### config.mk
export PLATFORM = sky130hd
export DESIGN_NAME = pc_fetch_unit
export DESIGN_NICKNAME = d
export VERILOG_FILES = /design/src/rtl/pc_fetch_unit_pkg.sv /design/src/rtl/pc_fetch_unit.sv
export SDC_FILE = /design/constraint.sdc
export NUM_CORES = 1
export LEC_CHECK = 0
export BUFFER_PORTS_ARGS = -buffer_cell sky130_fd_sc_hd__buf_2
export CAP_MARGIN = 15
export CORE_MARGIN = 4
export CORE_UTILIZATION = 41
export CTS_BUF_LIST = sky130_fd_sc_hd__clkbuf_2 sky130_fd_sc_hd__clkbuf_4 sky130_fd_sc_hd__clkbuf_8
export DETAILED_ROUTE_END_ITERATION = 16
export PLACE_DENSITY = 0.76
export SLEW_MARGIN = 20
export SYNTH_ARGS = -nofsm -noshare
export SYNTH_HDL_FRONTEND = slang
export SYNTH_SLANG_ARGS = --single-unit
### constraint.sdc
create_clock -name clk -period 3.38 [get_ports clk]
set_clock_uncertainty 0.15 [all_clocks]
set_input_delay 0.507 -clock clk [delete_from_list [all_inputs] [get_ports clk]]
set_output_delay 0.507 -clock clk [all_outputs]
set_load 0.005 [all_outputs]
### src/rtl/pc_fetch_unit_pkg.sv
// Shared constants for the PC / instruction-fetch unit: FSM states, PC source
// select codes, the reset NOP and the base opcodes seen by the decoder.
package pc_fetch_unit_pkg;

    typedef enum logic [1:0] {
        ST_IDLE = 2'd0,
        ST_REQ  = 2'd1,
        ST_WAIT = 2'd2
    } fetchState_e;

    localparam logic [1:0]  PC_TARGET = 2'b00;
    localparam logic [1:0]  PC_PLUS4  = 2'b01;
    localparam logic [1:0]  PC_HOLD   = 2'b10;

    localparam logic [31:0] NOP_INSTR = 32'h0000_0013;

    localparam logic [6:0]  OP_LOAD   = 7'h03;
    localparam logic [6:0]  OP_IMM    = 7'h13;
    localparam logic [6:0]  OP_STORE  = 7'h23;
    localparam logic [6:0]  OP_REG    = 7'h33;
    localparam logic [6:0]  OP_BRANCH = 7'h63;
    localparam logic [6:0]  OP_JAL    = 7'h6F;

endpackage

### src/rtl/pc_fetch_unit.sv
// Program counter plus single-outstanding instruction fetch: a 3-state FSM
// drives the memory request, captures the response and decodes its fields.
module pc_fetch_unit
    import pc_fetch_unit_pkg::*;
#(
    parameter int               XLEN     = 32,
    parameter logic [XLEN-1:0]  RESET_PC = 32'h0000_0000
) (
    input  logic            clk,
    input  logic            rst,
    input  logic            fetchReq,
    input  logic            pcWrite,
    input  logic [1:0]      pcSelect,
    input  logic [XLEN-1:0] targetAddr,
    output logic            imemReq,
    output logic [XLEN-1:0] imemAddr,
    input  logic            imemValid,
    input  logic [XLEN-1:0] imemRdata,
    output logic [XLEN-1:0] pc,
    output logic [XLEN-1:0] pcPlus4,
    output logic [XLEN-1:0] instr,
    output logic [6:0]      opCode,
    output logic [2:0]      funct3,
    output logic [4:0]      rd,
    output logic [4:0]      rs1,
    output logic [4:0]      rs2,
    output logic            instrValid,
    output logic            busy,
    output logic            misalignErr,
    output logic            seqErr
);

    localparam logic [XLEN-1:0] PC_STEP = XLEN'(4);
    localparam logic [XLEN-1:0] NOP_X   = XLEN'(NOP_INSTR);

    fetchState_e     state_r;
    fetchState_e     nextState_s;
    logic [XLEN-1:0] pc_r;
    logic [XLEN-1:0] pcNext_s;
    logic [XLEN-1:0] instr_r;
    logic            instrValid_r;
    logic            misalignErr_r;
    logic            seqErr_r;
    logic            capture_s;
    logic            misalignNext_s;
    logic            seqErrNext_s;

    // Next-state, next-PC and error-pulse decode; PC only moves while idle.
    always_comb begin
        nextState_s    = state_r;
        pcNext_s       = pc_r;
        capture_s      = 1'b0;
        misalignNext_s = 1'b0;
        seqErrNext_s   = 1'b0;
        case (state_r)
            ST_IDLE: begin
                if (pcWrite) begin
                    case (pcSelect)
                        PC_TARGET: begin
                            pcNext_s       = {targetAddr[XLEN-1:2], 2'b00};
                            misalignNext_s = (targetAddr[1:0] != 2'b00);
                        end
                        PC_PLUS4: pcNext_s = pcPlus4;
                        default:  pcNext_s = pc_r;
                    endcase
                end else begin
                    pcNext_s = pc_r;
                end
                // A same-cycle pcWrite lands first, so the fetch sees the new PC.
                if (fetchReq) begin
                    nextState_s = ST_REQ;
                end else begin
                    nextState_s = ST_IDLE;
                end
            end
            ST_REQ, ST_WAIT: begin
                seqErrNext_s = fetchReq | pcWrite;
                if (imemValid) begin
                    capture_s   = 1'b1;
                    nextState_s = ST_IDLE;
                end else begin
                    nextState_s = ST_WAIT;
                end
            end
            default: nextState_s = ST_IDLE;
        endcase
    end

    // State, PC, instruction register and one-cycle status pulses.
    always_ff @(posedge clk) begin
        if (rst) begin
            state_r       <= ST_IDLE;
            pc_r          <= RESET_PC;
            instr_r       <= NOP_X;
            instrValid_r  <= 1'b0;
            misalignErr_r <= 1'b0;
            seqErr_r      <= 1'b0;
        end else begin
            state_r       <= nextState_s;
            pc_r          <= pcNext_s;
            if (capture_s) begin
                instr_r <= imemRdata;
            end else begin
                instr_r <= instr_r;
            end
            instrValid_r  <= capture_s;
            misalignErr_r <= misalignNext_s;
            seqErr_r      <= seqErrNext_s;
        end
    end

    // PC is frozen while busy, so it doubles as the stable fetch address.
    assign busy        = (state_r != ST_IDLE);
    assign imemReq     = busy;
    assign imemAddr    = pc_r;
    assign pc          = pc_r;
    assign pcPlus4     = pc_r + PC_STEP;
    assign instr       = instr_r;
    assign instrValid  = instrValid_r;
    assign misalignErr = misalignErr_r;
    assign seqErr      = seqErr_r;

    assign opCode = instr_r[6:0];
    assign funct3 = instr_r[14:12];
    assign rd     = instr_r[11:7];
    assign rs1    = instr_r[19:15];
    assign rs2    = instr_r[24:20];

endmodule

; ---- Yosys cells after proc, flatten, opt, wreduce, memory -nomap -nowiden
; Cells that the tools add are included.
[totals]
regBits = 69
output_inout_bits = 158
in_bits = 71
[op_classes]
n_bitwise = 5
mux = 6
eq_ne = 3
n_reduce_logical = 9
n_addsub = 1
[op_table]
columns = cell, n
row1 = one-hot mux 32 bit (2 select lines), 1
row2 = adder 32 x 3 -> 32 bit (second input constant), 1
row3 = nonzero test 2 bit, 3
row4 = == test 2 x 1 -> 1 bit (second input constant), 2
row5 = zero test 2 bit, 2
row6 = NOT 1 bit, 4
row7 = one-hot mux 2 bit (2 select lines), 1
row8 = OR reduction 2 bit, 2
row9 = OR reduction 4 bit, 1
row10 = two-way mux 1 bit, 3
row11 = AND reduction 3 bit, 1
row12 = == test 2 bit (second input constant), 1
row13 = two-way mux 2 bit, 1
row14 = OR 1 bit, 1

; ---- Longest topological paths before layout
[depth]
ltp_word = 4
mapped_depth = 8
depth_no_buf = 7

; ---- Least setup slack after synthesis
; No wires, ideal clock.
[synth_path]
path_type = reg-to-output
startpoint = reg pc_r[2], in the netlist imemAddr[2]
endpoint = out pcPlus4[28]
slack_ps = 1019
t_arrival_ps = 1704
path_stages_with_launch = 6
path_buffers = 0
path_cell_list = dfxtp_1 ha_1 and3_1 nand4_1 or4_4 xnor2_1
[synth_via]
elab_chain_len = 1
[synth_rtl]
columns = item, line_no
row1 = start: declaration, pc_fetch_unit.sv:38  ; logic [XLEN-1:0] pc_r;
row2 = start signal: assignment, pc_fetch_unit.sv:100  ; pc_r <= pcNext_s;
row3 = adder 32 x 3 -> 32 bit, pc_fetch_unit.sv:117  ; assign pcPlus4 = pc_r + PC_STEP;
row4 = end: declaration, pc_fetch_unit.sv:20  ; output logic [XLEN-1:0] pcPlus4,
; Every way passes these cells.

; ---- Final worst setup path
; Ends and elaborated chain as after synthesis.

==> qor.txt <==
Avg Cell Area, Syn -> 7.46 um^2
Routed via count -> 4,105
Nets -> 747
CP Class -> reg2out
Post-CTS Resized -> 0
DRC viols -> 0
Post-Route WL -> 12.4 mm
Crit path from -> imemAddr[2]
Synthesis-to-finish area growth -> 24.6%
Worst hold path class -> in2reg
Slew @ Worst Pin -> 1.06 ns
Asr flop ratio synth -> 0%
Clock root cell -> clkbuf_8
Ratio of cells with drive above 1 in the final layout -> 37.1%
Vias in the first global route -> 3,779
Power Total -> 2.12 mW
Fin. Hold Viols -> 0
Hold Buf Count CTS -> 0
Static leakage -> 2.40 nW
Largest net degree at the start of global routing -> 37
Multi-input gate area -> 0.00197 mm^2
Synth Register Bits -> 67
Starting Density -> 42.4%
Skew-Pair Late Insertion Delay -> 0.34 ns
Yosys synthesis warning count -> 0
Cell Rows -> 35
GRT overflow -> 0
Initial antenna violation count -> 0
Crit start category -> flip-flop
Setup crit end -> pcPlus4[28]
Most common cell after layout, fill and taps aside -> buf_2
Crit path capture type -> primary output
Reg2reg path depth -> 6
VDD IR max -> 0.000201 V
Post-DP HPWL -> 9.37 mm
Hold_ws -> 0.213 ns
Vias per std cell -> 5.09
DR WL/cell -> 15.4 um
Finished Layout Cells -> 806
First-pass GRT wire length -> 19.1 mm
Area of the core -> 0.00933 mm^2
Routed Antenna Nets -> 0
Die X-Extent -> 106 um
Max-Slew Margin vs Limit -> 29.4%
Commonest cells after routing, fill and taps aside -> buf_2 (222), nand2_1 (93), dfxtp_1 (67), nor2_1 (51), a21oi_1 (46)
Minimum clock period -> 3.15 ns
Synth unique cells -> 49
Ports -> 229
Worst-case clock buffer depth -> 2
Setup bufs post-CTS -> 0
# diodes -> 0
Critical Path AT -> 2.50 ns
Final setup viols -> 0
Seq/Total Area, Yosys -> 33.9%
Worst R2R Start -> imemAddr[2]
Clock Sinks -> 67
Cells after Synth -> 530
Unrepaired setup endpoints after global routing -> no
1st-iter DRT viols -> 278
Port Buf Inserts -> 222
Htree depth -> 3
Max Clk Rate -> 317 MHz
FF-to-FF setup slack -> 0.75 ns
CTS tree -> yes
Placed Cells -> 791
Max Cap Viol -> 0
Full die area -> 0.0113 mm^2
PD cells -> 430 mW/mm^2
Drt pass-1 iters -> 4
Required @ worst endpoint -> 2.72 ns
Number of synthesized flops with an enable pin -> 0
Post-Syn Area -> 0.00395 mm^2
Fin crit share -> 93.3%
Clk slew on worst S/H paths -> 0.08 ns
TNS Setup -> 0 ns
Most common flop cell mapped by yosys -> dfxtp_1
Outcome -> finished clean
GR Util All Layers -> 20.9%
Register Area -> 0.00134 mm^2
Placer Congestion -> 0.851
Worst r2r dst -> imemAddr[22]
Slew Viols, Final -> 0
HP Start -> imemValid
Die height -> 106 um
TritonCTS buffer count -> 9
Worst-path maximum fanout -> 8
Fill count -> 904
==> metal layers <==
layer	wire length, um	global-route usage, %	vias up
li1	-	-	2016
met1	5300	27.1	1883
met2	6060	34.8	184
met3	825	3.10	22
met4	260	8.23	0
met5	0	0	-
==> layout make-up <==
| class | instances | area share, % |
|---|---|---|
| Clock buffer | 9 | 2.51 |
| Clock inverter | 6 | 2.79 |
| Inverter | 10 | 0.762 |
| Multi-Input combinational cell | 357 | 40.0 |
| Sequential cell | 67 | 27.2 |
| Tap cell | 129 | 3.28 |
| Timing Repair Buffer | 228 | 23.5 |
==> cells by family (layout without fill, tap and decap cells) <==
group,after synthesis,in the layout,synth area share (%)
AOI/OAI and AO/OA,94,94,14.4
buffers and inverters,111,253,16.8
muxes,6,6,1.52
xor gates and xnor gates,28,28,6.20
adders and majority gates,3,3,0.950
other,1,6,0.0949
DFF,67,67,33.9
and+or+nand+nor,220,220,26.1
==> power breakdown <==
part | internal (mW) | switching (mW) | total (mW)
logic | 0.156 | 0.175 | 0.332
clock network | 0.565 | 0.328 | 0.893
registers | 0.832 | 0.0607 | 0.893
total | 1.55 | 0.564 | 2.12
==> worst min path at each step <==
stage	endpoint	cells after the start
3_3_place_gp	instr[25]	2
3_5_place_dp	instr[28]	2
5_1_grt	state_r[1]	2
4_1_cts	state_r[1]	2
2_1_floorplan	instr[25]	2
6_report	state_r[1]	2
==> Yosys cell counts, types with 2 or more instances <==
master | n | area (um^2)
a2111oi_0 | 3 | 26.3
a211oi_1 | 4 | 30.0
a21oi_1 | 46 | 230
a221oi_1 | 3 | 26.3
a31oi_1 | 6 | 37.5
and2_1 | 2 | 12.5
and3_1 | 6 | 37.5
and4_1 | 4 | 35.0
buf_2 | 5 | 25.0
buf_4 | 62 | 465
clkbuf_1 | 31 | 116
dfxtp_1 | 67 | 1340
ha_1 | 3 | 37.5
inv_1 | 10 | 37.5
mux2i_1 | 6 | 60.1
nand2_1 | 93 | 349
nand2b_1 | 2 | 12.5
nand3_1 | 14 | 70.1
nand3b_1 | 4 | 30.0
nand4_1 | 8 | 50.1
nor2_1 | 51 | 191
nor3_1 | 13 | 65.1
nor4_1 | 10 | 62.6
o21a_1 | 2 | 15.0
o21ai_0 | 12 | 60.1
o221ai_1 | 3 | 26.3
o22ai_1 | 7 | 43.8
o32ai_1 | 2 | 17.5
or3_1 | 4 | 25.0
or4_4 | 2 | 22.5
xnor2_1 | 18 | 158
xor2_1 | 10 | 87.6
==> per-stage QoR <==
step	util, %	area, um^2	worst slack, ns
5_1_grt	52.8	4930	0.0352
4_1_cts	52.8	4930	0.218
3_5_place_dp	50.0	4660	0.599
2_1_floorplan	-	3970	1.02
6_report	52.8	4930	0.227
3_3_place_gp	50.0	4660	0.688
==> worst max-delay path, cell delays in order (launching register included) <==
cell and delay (ns):
dfxtp_1 0.46, ha_1 0.28, and3_1 0.26, nand4_1 0.31, or4_4 0.53, xnor2_1 0.17
buf_2 0.14
==> state kept, by name, summed over array words and instances, names as in the netlist <==
register	cells
state_r	2
imemAddr	30
instrValid	1
instr	32
seqErr	1
misalignErr	1
Power figures use the tool's default switching activity.
